### src/rtl/subinst_rr_arbiter_if.sv
// Request/grant bundle between the round-robin arbiter and its sibling sub-instances.
// The arbiter uses the master view; a requester uses the slave view.
interface subinst_rr_arbiter_if #(
    parameter int N_REQ = 5,
    parameter int ID_W  = (N_REQ > 1) ? $clog2(N_REQ) : 1
);
    logic [N_REQ-1:0] req;
    logic [N_REQ-1:0] done;
    logic [N_REQ-1:0] gnt;
    logic             gnt_valid;
    logic [ID_W-1:0]  gnt_id;
    logic             timeout_err;
    logic             busy;

    modport master (
        input  req,
        input  done,
        output gnt,
        output gnt_valid,
        output gnt_id,
        output timeout_err,
        output busy
    );

    modport slave (
        output req,
        output done,
        input  gnt,
        input  gnt_valid,
        input  gnt_id,
        input  timeout_err,
        input  busy
    );
endinterface

### src/rtl/subinst_rr_arbiter.sv
// Round-robin arbiter that hands one shared resource to sibling sub-instances.
// Grants are one-hot and registered, and a watchdog reclaims a grant that is held too long.
module subinst_rr_arbiter #(
    parameter int N_REQ   = 5,
    parameter int TIMEOUT = 255,
    parameter int ID_W    = (N_REQ > 1) ? $clog2(N_REQ) : 1
) (
    input  logic                 clk,
    input  logic                 rst,
    subinst_rr_arbiter_if.master bus
);
    localparam int TMR_W = $clog2(TIMEOUT + 1);

    typedef enum logic [1:0] {
        IDLE    = 2'd0,
        GRANT   = 2'd1,
        RELEASE = 2'd2
    } state_t;

    state_t             state_reg, state_next;
    logic [ID_W-1:0]    ptr_reg, ptr_next;
    logic [TMR_W-1:0]   timer_reg, timer_next;
    logic [N_REQ-1:0]   gnt_reg, gnt_next;
    logic [ID_W-1:0]    gnt_id_reg, gnt_id_next;
    logic               tout_reg, tout_next;

    // Candidate gi is the requester gi positions after the round-robin pointer.
    logic [ID_W-1:0]    cand_idx [N_REQ];
    logic [N_REQ-1:0]   cand_req;

    for (genvar gi = 0; gi < N_REQ; gi++) begin : g_cand
        logic [ID_W:0] sum;
        assign sum           = {1'b0, ptr_reg} + (ID_W+1)'(gi);
        assign cand_idx[gi]  = (sum >= (ID_W+1)'(N_REQ)) ? ID_W'(sum - (ID_W+1)'(N_REQ))
                                                         : sum[ID_W-1:0];
        assign cand_req[gi]  = bus.req[cand_idx[gi]];
    end

    logic [ID_W-1:0] sel_idx;
    logic            sel_found;

    always_comb begin
        sel_idx   = '0;
        sel_found = 1'b0;
        for (int k = N_REQ - 1; k >= 0; k--) begin
            if (cand_req[k]) begin
                sel_idx   = cand_idx[k];
                sel_found = 1'b1;
            end
        end
    end

    always_comb begin
        state_next  = state_reg;
        ptr_next    = ptr_reg;
        timer_next  = timer_reg;
        gnt_next    = gnt_reg;
        gnt_id_next = gnt_id_reg;
        tout_next   = 1'b0;
        case (state_reg)
            IDLE: begin
                if (sel_found) begin
                    gnt_next    = N_REQ'(1) << sel_idx;
                    gnt_id_next = sel_idx;
                    timer_next  = '0;
                    state_next  = GRANT;
                end
            end
            GRANT: begin
                // done beats withdrawal, which beats the watchdog.
                if (bus.done[gnt_id_reg] || !bus.req[gnt_id_reg]
                    || timer_reg == TMR_W'(TIMEOUT - 1)) begin
                    tout_next  = !bus.done[gnt_id_reg] && bus.req[gnt_id_reg];
                    gnt_next   = '0;
                    state_next = RELEASE;
                    ptr_next   = (gnt_id_reg == ID_W'(N_REQ - 1)) ? '0 : gnt_id_reg + 1'b1;
                end else if (timer_reg != {TMR_W{1'b1}}) begin
                    timer_next = timer_reg + 1'b1;
                end
            end
            RELEASE: state_next = IDLE;
            default: state_next = IDLE;
        endcase
    end

    always_ff @(posedge clk or posedge rst) begin
        if (rst) begin
            state_reg  <= IDLE;
            ptr_reg    <= '0;
            timer_reg  <= '0;
            gnt_reg    <= '0;
            gnt_id_reg <= '0;
            tout_reg   <= 1'b0;
        end else begin
            state_reg  <= state_next;
            ptr_reg    <= ptr_next;
            timer_reg  <= timer_next;
            gnt_reg    <= gnt_next;
            gnt_id_reg <= gnt_id_next;
            tout_reg   <= tout_next;
        end
    end

    assign bus.gnt         = gnt_reg;
    assign bus.gnt_valid   = |gnt_reg;
    assign bus.gnt_id      = gnt_id_reg;
    assign bus.timeout_err = tout_reg;
    assign bus.busy        = (state_reg != IDLE);
endmodule

### src/flat_wrapper.sv
// flat-port wrapper written by rule: the top's interface ports become plain ports
module subinst_rr_arbiter_flat 
#(
    parameter int N_REQ   = 5,
    parameter int TIMEOUT = 255,
    parameter int ID_W    = (N_REQ > 1) ? $clog2(N_REQ) : 1
)
  (clk, rst, bus_req, bus_done, bus_gnt, bus_gnt_valid, bus_gnt_id, bus_timeout_err, bus_busy);
  subinst_rr_arbiter_if #(.N_REQ(N_REQ), .ID_W(ID_W)) bus_i ();
  input  logic clk;
  input  logic rst;
  input wire logic [$bits(bus_i.req)-1:0] bus_req;
  input wire logic [$bits(bus_i.done)-1:0] bus_done;
  output wire logic [$bits(bus_i.gnt)-1:0] bus_gnt;
  output wire logic [$bits(bus_i.gnt_valid)-1:0] bus_gnt_valid;
  output wire logic [$bits(bus_i.gnt_id)-1:0] bus_gnt_id;
  output wire logic [$bits(bus_i.timeout_err)-1:0] bus_timeout_err;
  output wire logic [$bits(bus_i.busy)-1:0] bus_busy;
  assign bus_i.req = bus_req;
  assign bus_i.done = bus_done;
  assign bus_gnt = bus_i.gnt;
  assign bus_gnt_valid = bus_i.gnt_valid;
  assign bus_gnt_id = bus_i.gnt_id;
  assign bus_timeout_err = bus_i.timeout_err;
  assign bus_busy = bus_i.busy;
  subinst_rr_arbiter #(.N_REQ(N_REQ), .TIMEOUT(TIMEOUT), .ID_W(ID_W)) u_core (.clk(clk), .rst(rst), .bus(bus_i));
endmodule
### config.mk
export PLATFORM = sky130hd
export DESIGN_NAME = subinst_rr_arbiter_flat
export DESIGN_NICKNAME = d
export VERILOG_FILES = /design/src/rtl/subinst_rr_arbiter_if.sv /design/src/rtl/subinst_rr_arbiter.sv /design/src/flat_wrapper.sv
export SDC_FILE = /design/constraint.sdc
export NUM_CORES = 1
export LEC_CHECK = 0
export BUFFER_PORTS_ARGS = -buffer_cell sky130_fd_sc_hd__buf_2
export CORE_ASPECT_RATIO = 0.5
export CORE_MARGIN = 8
export CORE_UTILIZATION = 50
export CTS_BUF_LIST = sky130_fd_sc_hd__clkbuf_8
export DETAILED_ROUTE_END_ITERATION = 10
export GPL_ROUTABILITY_DRIVEN = 0
export PLACE_DENSITY = 0.69
export RECOVER_POWER = 50
export SYNTH_ARGS = -nofsm -noshare
export SYNTH_HDL_FRONTEND = slang
export SYNTH_SLANG_ARGS = --single-unit
### constraint.sdc
create_clock -name clk -period 4.8 [get_ports clk]
set_clock_uncertainty 0.2 [all_clocks]
set_input_delay 0.96 -clock clk [delete_from_list [all_inputs] [get_ports clk]]
set_output_delay 0.96 -clock clk [all_outputs]
set_load 0.01 [all_outputs]
Word-level counts from Yosys, hierarchy flattened. Cells that the tools add are included.

Logic and storage cells: 93. Register bits: 22. Output and inout bits: 11. Bits of input ports: 12.

Eq/ne operators: 8. Reductions and logical operators: 14. Multiplexer cells: 42. Shift operators: 1. Order comparisons: 11. $add $sub $neg: 11.

Operators with widths (number): 2-to-1 mux 3 bit (11); < comparator 3 x 4 -> 1 bit, second input constant (6); 2-to-1 mux 8 bit (3); binary-select mux 1 bit (select 3 bit) (7); greater-or-equal comparator 4 x 3 -> 1 bit, second input constant (4); case mux 8 bit (2 select lines) (1); subtractor 3 bit, second input constant (5); 2-to-1 mux 1 bit (14); 2-to-1 mux 5 bit (2); case mux 5 bit (2 select lines) (1); adder 3 x 2 -> 4 bit, second input constant (2); adder 8 x 1 -> 8 bit, second input constant (1); equality test 8 bit, second input constant (1); inequality test 8 bit, second input constant (1); inequality test 2 x 1 -> 1 bit, second input constant (3); AND reduction 2 bit (3); OR reduction 5 bit (1); << shifter 1 x 3 -> 5 bit, first input constant (1); adder 3 x 1 -> 4 bit, second input constant (1); adder 3 x 3 -> 4 bit, second input constant (1); 2-to-1 mux 2 bit (2); case mux 2 bit (2 select lines) (1); AND reduction 4 bit (1); nonzero test 2 bit (2); 10 further kinds (12).

Longest topological paths before layout. Gate-level depths: netlist of run 1.

Word-level depth: 13. Depth in mapped cells: 15.

Least setup slack after synthesis of run 1. OpenSTA, ideal clock, no wires.

Kind: reg2reg. Start: register u_core.ptr_reg[0]. End: register u_core.gnt_reg[0] (netlist: u_core.bus.gnt[0]). Required time: 4.480 ns. Cell stages (with the launch flop): 15. Library setup time: 0.120 ns. Buffers on the path: 2. Arrival time: 3.102 ns. Period minus slack after synthesis: 3.422 ns. Setup slack: 1.378 ns. Path through: dfrtp_1 buf_4 buf_6 inv_1 ha_1 inv_1 fa_1 or4_1 a21oi_1 nand3b_1 nor3_1 a41oi_4 nor2_2 and2_0 a41o_1.

Cells in the longest elaborated chain, start to end: 13. Elaborated cells between the ends (all ways): 44. Classes of those cells: add/sub: 9; order compare: 5; eq/ne: 1; shift: 1; mux: 27; reduce/logical: 1.

Ends and longest elaborated chain: from (decl) (RTL line subinst_rr_arbiter.sv:21) `logic [ID_W-1:0] ptr_reg, ptr_next;`; from (signal assigned) (RTL line subinst_rr_arbiter.sv:96) `ptr_reg <= ptr_next;`; adder 3 x 3 -> 4 bit (RTL line subinst_rr_arbiter.sv:33) `assign sum = {1'b0, ptr_reg} + (ID_W+1)'(gi);`; greater-or-equal comparator 4 x 3 -> 1 bit / subtractor 3 bit (equally long branches) (RTL line subinst_rr_arbiter.sv:34) `assign cand_idx[gi] = (sum >= (ID_W+1)'(N_REQ)) ? ID_W'(sum - (ID_W+1)'(N_REQ))`; 2-to-1 mux 3 bit (RTL line subinst_rr_arbiter.sv:34); binary-select mux 1 bit (select 3 bit) (RTL line subinst_rr_arbiter.sv:36) `assign cand_req[gi] = bus.req[cand_idx[gi]];`; 2-to-1 mux 1 bit (implied by the code) (RTL line subinst_rr_arbiter.sv:36); 2-to-1 mux 3 bit (5 in a row) (RTL line subinst_rr_arbiter.sv:46) `if (cand_req[k]) begin`; << shifter 1 x 3 -> 5 bit (RTL line subinst_rr_arbiter.sv:63) `gnt_next = N_REQ'(1) << sel_idx;`; 2-to-1 mux 5 bit (RTL line subinst_rr_arbiter.sv:62) `if (sel_found) begin`; case mux 5 bit (2 select lines) (RTL line subinst_rr_arbiter.sv:60) `case (state_reg)`; to (signal assigned) (RTL line subinst_rr_arbiter.sv:98) `gnt_reg <= gnt_next;`; to (decl) (RTL line subinst_rr_arbiter.sv:23) `logic [N_REQ-1:0] gnt_reg, gnt_next;`.

Parallel ways exist; a longest one is shown, timed or not. The select of a mux whose other input is x is not followed. A chain may end at the register's enable or synchronous reset.

Worst setup path after layout of run 1.
Start: register u_core.ptr_reg[1]. End: register u_core.gnt_reg[0] (netlist: u_core.bus.gnt[0]).

Same word-level chain as after synthesis.

==> results of run 1 <==
-- path summary, 6_finish.rpt --
path / from / endpoint / slack, ns / cells past startpoint
setup / recovery: u_core.ptr_reg[1] / u_core.bus.gnt[0] / 0.99 / 10
hold / removal: u_core.state_reg[1] / u_core.bus.timeout_err / 0.30 / 1
max in group asynchronous: rst / u_core.timer_reg[5] / 3.22 / 2
min in group asynchronous: rst / u_core.ptr_reg[2] / 0.66 / 2
setup reg to reg: u_core.ptr_reg[1] / u_core.bus.gnt[0] / 0.99 / 10
hold reg to reg: u_core.state_reg[1] / u_core.bus.timeout_err / 0.30 / 1
-- worst max-delay path: stages (launching register included) --
cell     delay, ns
dfrtp_1       0.59
inv_1         0.23
ha_1          0.63
inv_1         0.21
xnor2_2       0.35
mux2i_1       0.16
o311a_4       0.42
a41oi_4       0.41
nor2_2        0.13
and2_0        0.18
a41o_1        0.19
-- Yosys cell counts (2+ instances only) --
| master | n |
|---|---|
| nand2b_1 | 8 |
| nor2b_1 | 7 |
| nand3b_1 | 2 |
| mux2i_1 | 6 |
| buf_2 | 4 |
| o22ai_1 | 3 |
| a21boi_0 | 2 |
| a21o_1 | 2 |
| clkbuf_1 | 2 |
| a22o_1 | 2 |
| dfrtp_1 | 22 |
| o21a_1 | 3 |
| and4_1 | 3 |
| nor3_1 | 5 |
| o31ai_1 | 2 |
| mux4_2 | 4 |
| a211oi_1 | 6 |
| o21ai_0 | 9 |
| o221ai_1 | 2 |
| a21oi_1 | 7 |
| nor2_1 | 23 |
| nand4_1 | 2 |
| inv_1 | 16 |
| buf_4 | 2 |
| and3_1 | 8 |
| nor4b_1 | 3 |
| xor2_1 | 5 |
| nor3b_1 | 2 |
| o2111ai_1 | 3 |
| ha_1 | 13 |
| nor4_1 | 5 |
| xnor2_1 | 4 |
| nand3_1 | 4 |
| o211ai_1 | 3 |
| nand2_1 | 16 |
| o32a_1 | 2 |
-- layout make-up --
class	instances	area [µm²]
Tap cell	57	71.3
Timing Repair Buffer	23	111
Inverter	16	60.1
Fill cell	415	1950
Clock buffer	3	41.3
Multi-Input combinational cell	196	1510
Sequential cell	22	551
-- routing by layer --
layer  wire, µm  vias up  GRT usage [%]
met2       2600       54           27.1
met1       2440      915           20.7
met3        314        4           1.85
met4         33        0           3.51
li1           -      947              -
met5          0        -              0
-- cells by family (layout without fill, tap and decap cells) --
kind of cell / after synthesis / count (layout) / share of synthesized area, %
multiplexers: 12 / 12 / 8.44
buffers and inverters: 26 / 42 / 5.45
XOR/XNOR: 10 / 10 / 4.36
AO/OA/AOI/OAI: 62 / 62 / 23.2
adder cells (fa/ha/maj): 14 / 14 / 8.38
flip-flops: 22 / 22 / 25.3
AND/OR/NAND/NOR: 98 / 98 / 24.9
-- per-stage QoR --
| stage | setup WS, ns | utilization (%) | std cells |
|---|---|---|---|
| 4_1_cts | 1.03 | 54.7 | 317 |
| 3_5_place_dp | 1.03 | 53.8 | 314 |
| 5_1_grt | 0.702 | 54.6 | 317 |
| 6_report | 0.991 | 54.6 | 317 |
| 3_3_place_gp | 1.16 | 53.8 | 314 |
| 2_1_floorplan | 1.38 | - | 244 |
==> summary.md, run 1 <==
| Metric | Value |
|---|---|
| Run status | `complete, no violations` |
| Synthesized area per cell | `8.93 µm²` |
| Fraction of registers with async set/reset | `100%` |
| Headroom to the max-slew limit | `44.0%` |
| Data arrival time of the critical path | `3.75 ns` |
| Clk buf depth | `2` |
| Wire per inst | `17.0 µm` |
| Syn Nets | `270` |
| Clk slew on worst S/H paths | `0.08 ns` |
| Most used flip-flop cell after synthesis | `dfrtp_1` |
| Clk root buf | `clkbuf_8` |
| Area enclosed by the die boundary | `0.00686 mm²` |
| Crit share post-route | `79.4%` |
| CTS tree | `done` |
| Final critical delay including setup and external delays | `3.81 ns` |
| Number of buffer cells added on primary ports | `22` |
| Count of flip-flops with a built-in enable after synthesis | `0` |
| Flip-flop and latch count after synthesis | `22` |
| Tightest Pin Transition | `0.839 ns` |
| Avg Vias per Cell | `6.06` |
| Crit start category | `flop` |
| Wire length of the first global-routing pass | `9.05 mm` |
| Ranking of synthesized cells by area | `dfrtp_1 (25%), ha_1 (7.5%), mux4_2 (4.1%)` |
| Number of hold violations in the final report | `0` |
| H-Tree Level Count | `1` |
| Total negative slack for setup checks | `0 ns` |
| Most frequent standard cell in the layout excluding fill and tap cells | `nor2_1` |
| Number of global-route vias before repair | `1893` |
| Gates resized, CTS repair | `0` |
| Worst-Skew Late Latency | `0.26 ns` |
| Number of top-level design ports | `23` |
| Remaining number of nets flagged by the antenna check after routing | `0` |
| Max-slew violations | `0` |
| Worst path required time | `4.75 ns` |
| Number of max-capacitance violations reported | `0` |
| Number of remaining DRC errors | `0` |
| Leading area contributor after synthesis | `dfrtp_1` |
| RSZ-0062 raised after global routing | `false` |
| Maximum number of pins on one net before global-route repair | `29` |
| Peak fanout along the critical path | `17` |
| Hold buffer count at CTS | `0` |
| Post-route cell area | `0.00234 mm²` |
| Post CTS Setup Buffer Count | `0` |
| Number of clock sinks seen by CTS | `22` |
| Routed wire length | `5.39 mm` |
| Nets | `288` |
| Area share of the leading cell type in the synthesized netlist | `25.3%` |
| Flip-flop count of the largest register after layout | `8` |
| Initial antenna violation count | `0` |
| Global route total overflow | `0` |
| Maximum clock rate | `263 MHz` |
| Chip width | `109 µm` |
| Syn-to-layout area delta | `7.58%` |
| Combined global-route utilization of all metal layers | `15.9%` |
| Commonest non-fill, non-tap cells in the layout | `nor2_1 (23), dfrtp_1 (22), buf_2 (17)` |
| YS warnings | `0` |
| Hold/Removal Path Class | `flop to flop` |
| Final Setup Violations | `0` |
| Post-synthesis cell area | `0.00218 mm²` |
| Kind of critical path | `flop to flop` |
| Vertical extent of the die | `62.7 µm` |
| Drt first pass iters | `4` |
| Syn Inst Count | `244` |
| Distinct cells, synth | `68` |
| Placed standard-cell area | `0.00231 mm²` |
| Proportion of synthesized chip area in sequential cells | `25.3%` |
| Post-Route Hold Slack | `0.305 ns` |
| Starting density of the core | `50.7%` |
| # diodes | `0` |
| Critical path capture point type | `flop` |
| Number of DRC violations after detailed-routing iteration 0 | `115` |
| Number of vias after detailed routing | `1920` |
| Total core area | `0.00430 mm²` |
| Ratio of cells with drive above 1 in the final layout | `15.4%` |
| TritonCTS buffer count | `3` |
| HPWL after detailed placement | `4.12 mm` |
| Number of placement rows | `17` |
Power of run 1 is not shown: default switching activity piles up to over one toggle a cycle in this logic, so the estimate is an artifact.
==> inputs of run 2 (changes only) <==
==> constraint.sdc (replaced) <==
create_clock -name clk -period 3.9 [get_ports clk]
set_clock_uncertainty 0.2 [all_clocks]
set_input_delay 0.78 -clock clk [delete_from_list [all_inputs] [get_ports clk]]
set_output_delay 0.78 -clock clk [all_outputs]
set_load 0.01 [all_outputs]
==> run 2 against run 1 <==
  * Hold slack got worse by 0.010 ns
  * Largest cell class unchanged
  * Critical path depth up 1
  * Count of clock-buffer cells in the layout unchanged
  * Routed wire length fell by 3.2%
  * Global-route usage decreased by 0.22 points
  * Cell count rose by 1.6%
  * Register-to-register slack got worse by 0.63 ns
  * Core utilization increased by 1.4 points
  * Fmax is 7.7% higher
  * First-iteration DRC count decreased by 15%
  * Critical path type unchanged
  * Die area unchanged
  * Worst setup slack worse by 0.63 ns
  * Critical endpoint is now u_core.bus.gnt[3]
==> summary.md, run 2 (synthesis results as in run 1) <==
| Metric | Value |
|---|---|
| Wire per inst | `16.2 µm` |
| Number of vias after detailed routing | `1916` |
| Combined global-route utilization of all metal layers | `15.6%` |
| Clk slew on worst S/H paths | `0.08 ns` |
| Beginning of the worst register-to-register path | `u_core.ptr_reg[1]` |
| Worst-Skew Late Latency | `0.26 ns` |
| Syn-to-layout area delta | `10.4%` |
| Nets | `292` |
| Fillcell total | `393` |
| Number of remaining DRC errors | `0` |
| Final Setup Violations | `0` |
| Commonest non-fill, non-tap cells in the layout | `nor2_1 (23), dfrtp_1 (21), buf_2 (17)` |
| Remaining number of nets flagged by the antenna check after routing | `0` |
| Avg Vias per Cell | `5.95` |
| Post CTS Setup Buffer Count | `0` |
| Number of global-route vias before repair | `1850` |
| Total core area | `0.00430 mm²` |
| Placed Instances | `318` |
| Number of clock sinks seen by CTS | `22` |
| Flip-flop count of the largest register after layout | `8` |
| Crit start category | `flop` |
| Maximum clock rate | `283 MHz` |
| Chip width | `109 µm` |
| CTS tree | `done` |
| Drt first pass iters | `4` |
| Pre-CTS WS | `0.243 ns` |
| Global route total overflow | `0` |
| Maximum number of pins on one net before global-route repair | `29` |
| Tightest Pin Transition | `0.802 ns` |
| Vertical extent of the die | `62.7 µm` |
| Area enclosed by the die boundary | `0.00686 mm²` |
| Starting density of the core | `50.7%` |
| CP max-delay cell | `dfrtp_2` |
| Crit share post-route | `90.7%` |
| Ratio of cells with drive above 1 in the final layout | `17.4%` |
| Routed wire length | `5.22 mm` |
| Post-route cell area | `0.00241 mm²` |
| Number of DRC violations after detailed-routing iteration 0 | `98` |
| Worst path required time | `3.85 ns` |
| Peak fanout along the critical path | `12` |
| Wire length of the first global-routing pass | `8.95 mm` |
| HPWL after detailed placement | `4.06 mm` |
| Clk root buf | `clkbuf_8` |
| Gate family responsible for the most delay along the worst path | `compound AO/OA/AOI/OAI gates` |
| Total negative slack for setup checks | `0 ns` |
| Number of buffer cells added on primary ports | `22` |
| Combined buffer and inverter count along the critical path | `1` |
| Number of max-capacitance violations reported | `0` |
| Kind of critical path | `flop to flop` |
| Number of hold violations in the final report | `0` |
| Final critical delay including setup and external delays | `3.54 ns` |
| Critical hold path startpoint | `u_core.state_reg[1]` |
| Number of top-level design ports | `23` |
| Cell-by-cell listing of the critical path | `inv_1, ha_1, ha_1, a21oi_2, and4_1, nor4_1, a211oi_1, a211oi_1, o31ai_2, and3_1, a32o_2` |
| Final cell count without fillers | `322` |
| H-Tree Level Count | `1` |
| Start point of the critical path | `u_core.ptr_reg[1]` |
| Most frequent standard cell in the layout excluding fill and tap cells | `nor2_1` |
| Headroom to the max-slew limit | `46.5%` |
| Run status | `complete, no violations` |
| Data arrival time of the critical path | `3.49 ns` |
| TritonCTS buffer count | `3` |
| Critical path capture point type | `flop` |
| Hold/Removal Path Class | `flop to flop` |
| Critical Path Max Stage Delay | `0.50 ns` |
| # diodes | `0` |
| Placed standard-cell area | `0.00234 mm²` |
| RSZ-0062 raised after global routing | `false` |
| Number of placement rows | `17` |
| Clk buf depth | `2` |
| Initial antenna violation count | `0` |
| Worst Slack Setup Final | `0.363 ns` |
| Max-slew violations | `0` |
==> run 2: changes by cell type in the layout (fill, tap and decap cells not counted) <==
cell	previous run	this run
bufinv_16	0	1
dfrtp_1	22	21
dfrtp_2	0	1
buf_4	1	5
==> run 2: worst paths after layout <==
path / cells after the start / endpoint / slack (ns)
max: 11 / u_core.bus.gnt[3] / 0.36
min: 1 / u_core.bus.timeout_err / 0.29
max reg2reg: 11 / u_core.bus.gnt[3] / 0.36
min reg2reg: 1 / u_core.bus.timeout_err / 0.29
max in group asynchronous: 2 / u_core.ptr_reg[1] / 2.49
min in group asynchronous: 2 / u_core.timer_reg[2] / 0.46
==> run 2: worst register-to-register path: stages, from the launching register on <==
cell and delay, ns:
dfrtp_2 0.50, inv_1 0.17, ha_1 0.26, ha_1 0.43
a21oi_2 0.14, and4_1 0.23, nor4_1 0.35, a211oi_1 0.19
a211oi_1 0.39, o31ai_2 0.12, and3_1 0.19, a32o_2 0.26
==> run 2: final cells by class <==
type                            count  area [µm²]  area share, %
Multi-Input combinational cell    196        1510           62.8
Inverter                           16        60.1           2.50
Timing Repair Buffer               27         141           5.88
Tap cell                           57        71.3           2.96
Clock buffer                        3        41.3           1.72
Sequential cell                    22         552           22.9
Clock inverter                      1        30.0           1.25
==> run 2: routing by layer <==
metal	routed length (µm)	share of wire, %	vias to the layer above	GRT usage, %
met3	357	6.8	4	2.78
met2	2470	47	63	26.0
li1	-	-	948	-
met5	0	0	-	0
met1	2360	45	901	21.2
met4	23	0.44	0	1.34
==> run 2: timing repair <==
| item | 4_1_cts | 5_1_grt |
|---|---|---|
| setup endpoints to repair | 0 | 4 |
| resized for setup | 0 | 1 |
| endpoints found under the hold margin | 0 | 0 |
| hold buffers | 0 | 0 |
==> run 2: per-stage QoR <==
stage | hold WS (ns) | util (%)
5_1_grt | 0.331 | 56.0
2_1_floorplan | 0.259 | -
3_5_place_dp | 0.289 | 54.5
4_1_cts | 0.301 | 56.1
6_report | 0.295 | 56.0
3_3_place_gp | 0.291 | 54.5
Power of run 2 is left out for the same reason.
==> inputs of run 3 (changes only) <==
==> constraint.sdc (replaced) <==
create_clock -name clk -period 3.9 [get_ports clk]
set_clock_uncertainty 0.2 [all_clocks]
set_input_delay 0.195 -clock clk [delete_from_list [all_inputs] [get_ports clk]]
set_output_delay 0.195 -clock clk [all_outputs]
set_load 0.01 [all_outputs]
==> run 3 against run 2 <==
  * Highest routed layer unchanged
  * Critical endpoint is now u_core.bus.gnt[1]
  * Sequential share of layout area rose by 0.19 points
  * Critical path depth did not move
  * Hold slack got worse by 0.087 ns
  * Via count rose by 0.99%
  * Fmax rose by 0.19%
  * Non-clock buffer count did not move
==> summary.md, run 3 (synthesis results as in run 1) <==
| Metric | Value |
|---|---|
| Number of remaining DRC errors | `0` |
| Total negative slack for setup checks | `0 ns` |
| Clk buf depth | `2` |
| HPWL after detailed placement | `4.11 mm` |
| Reg2Reg Depth | `11` |
| Number of placement rows | `17` |
| Clk root buf | `clkbuf_8` |
| Most congested layer reported by global routing | `met2` |
| Routed wire length | `5.26 mm` |
| Peak fanout along the critical path | `12` |
| CTS tree | `done` |
| Seq. cell area | `552 µm²` |
| Drt first pass iters | `4` |
| Beginning of the worst register-to-register path | `u_core.ptr_reg[1]` |
| Number of DRC violations after detailed-routing iteration 0 | `90` |
| Syn-to-layout area delta | `9.47%` |
| Remaining number of nets flagged by the antenna check after routing | `0` |
| Vertical extent of the die | `62.7 µm` |
| Global route total overflow | `0` |
| Number of max-capacitance violations reported | `0` |
| Endpoint of the worst hold path | `u_core.bus.timeout_err` |
| Critical hold path startpoint | `bus_done[1]` |
| Crit start category | `flop` |
| Tightest Pin Transition | `0.835 ns` |
| Number of buffer cells added on primary ports | `22` |
| Reg-to-reg setup timing slack | `0.37 ns` |
| Met3 demand-to-capacity share in global routing | `3.91%` |
| Number of vias after detailed routing | `1935` |
| Count of cells along the worst hold path | `4` |
| Starting density of the core | `50.7%` |
| Worst-Skew Late Latency | `0.26 ns` |
| Data arrival time of the critical path | `3.49 ns` |
| Final critical delay including setup and external delays | `3.53 ns` |
| Multi-input gate area in the final layout | `0.00151 mm²` |
| Wire length of the first global-routing pass | `9.12 mm` |
| Max-slew violations | `0` |
| Final Setup Violations | `0` |
| Flip-flop count of the largest register after layout | `8` |
| TritonCTS buffer count | `3` |
| Commonest non-fill, non-tap cells in the layout | `nor2_1 (23), dfrtp_1 (21), inv_1 (16), nand2_1 (16), ha_1 (13)` |
| Number of clock sinks seen by CTS | `22` |
| Initial antenna violation count | `0` |
| Post CTS Setup Buffer Count | `0` |
| Number of top-level design ports | `23` |
| Number of global-route vias before repair | `1879` |
| Critical path capture point type | `flop` |
| Kind of critical path | `flop to flop` |
| Maximum number of pins on one net before global-route repair | `29` |
| Met1 usage | `20.5%` |
| Ratio of cells with drive above 1 in the final layout | `15.1%` |
| Area enclosed by the die boundary | `0.00686 mm²` |
| Maximum clock rate | `283 MHz` |
| Hold/Removal Path Class | `input pin to flop` |
| Wire per inst | `16.3 µm` |
| Fillcell total | `402` |
| H-Tree Level Count | `1` |
| RSZ-0062 raised after global routing | `false` |
| Clk slew on worst S/H paths | `0.08 ns` |
| Chip width | `109 µm` |
| Most frequent standard cell in the layout excluding fill and tap cells | `nor2_1` |
| Crit share post-route | `90.5%` |
| Avg Vias per Cell | `6.01` |
| Run status | `complete, no violations` |
| Worst path required time | `3.86 ns` |
| Headroom to the max-slew limit | `44.3%` |
| R2R Path End | `u_core.bus.gnt[1]` |
| Number of hold violations in the final report | `0` |
| # diodes | `0` |
| Met2 Usage GRT | `27.1%` |
| Combined global-route utilization of all metal layers | `16.1%` |
| Nets | `292` |
| Total core area | `0.00430 mm²` |
-- run 3: cell count changes in the layout (fill, tap and decap cells not counted) --
| cell | before | now |
|---|---|---|
| clkbuf_1 | 5 | 10 |
| buf_2 | 17 | 12 |
| buf_4 | 5 | 4 |
| bufinv_16 | 1 | 0 |
| clkbuf_8 | 3 | 4 |
| dlygate4sd3_1 | 0 | 1 |
-- run 3: layout make-up --
type	count	share of cell area (%)
well taps	57	2.99
multi-input cells	196	63.3
flip-flops and latches	22	23.1
clock buffers	4	2.31
repair buffers	27	5.77
inverters	16	2.52
-- run 3: stage by stage --
| stage | hold WS (ns) | cell area [µm²] | setup slack, ns | utilization, % | instances |
|---|---|---|---|---|---|
| floorplan | -0.0158 | 2180 | 0.478 | - | 244 |
| global placement | 0.204 | 2330 | 0.314 | 54.3 | 317 |
| detailed placement | 0.205 | 2330 | 0.285 | 54.3 | 317 |
| CTS | 0.205 | 2400 | 0.252 | 55.8 | 322 |
| global route | 0.234 | 2390 | 0.126 | 55.5 | 322 |
| finish | 0.208 | 2390 | 0.370 | 55.5 | 322 |
-- run 3: repair_timing --
action	CTS	global route
resized for setup	0	1
hold endpoints to repair	22	0
endpoints found under the setup margin	0	3
hold buffers	1	0
-- run 3: worst max path at each step --
stage                           start                 to  slack (ns)
global route        u_core.ptr_reg[1]  u_core.bus.gnt[3]        0.13
CTS                 u_core.ptr_reg[1]  u_core.bus.gnt[1]        0.25
finish              u_core.ptr_reg[1]  u_core.bus.gnt[1]        0.37
global placement    u_core.ptr_reg[1]  u_core.bus.gnt[3]        0.31
floorplan           u_core.ptr_reg[0]  u_core.bus.gnt[0]        0.48
detailed placement  u_core.ptr_reg[1]  u_core.bus.gnt[3]        0.28
-- run 3: worst max-delay path, stage by stage (launching register included) --
cell and delay, ns:
dfrtp_2 0.51, inv_1 0.17, ha_1 0.25, ha_1 0.43
a21oi_2 0.15, and4_1 0.22, nor4_1 0.34, a21o_1 0.31
mux2i_1 0.11, o211ai_1 0.26, nand2_1 0.18, o31ai_1 0.29
-- run 3: per-layer routing --
metal / wire length (µm) / up-vias
li1: - / 948
met1: 2290 / 927
met3: 345 / 4
met5: 0 / -
met2: 2590 / 56
met4: 26 / 0
Power of run 3 is left out for the same reason.
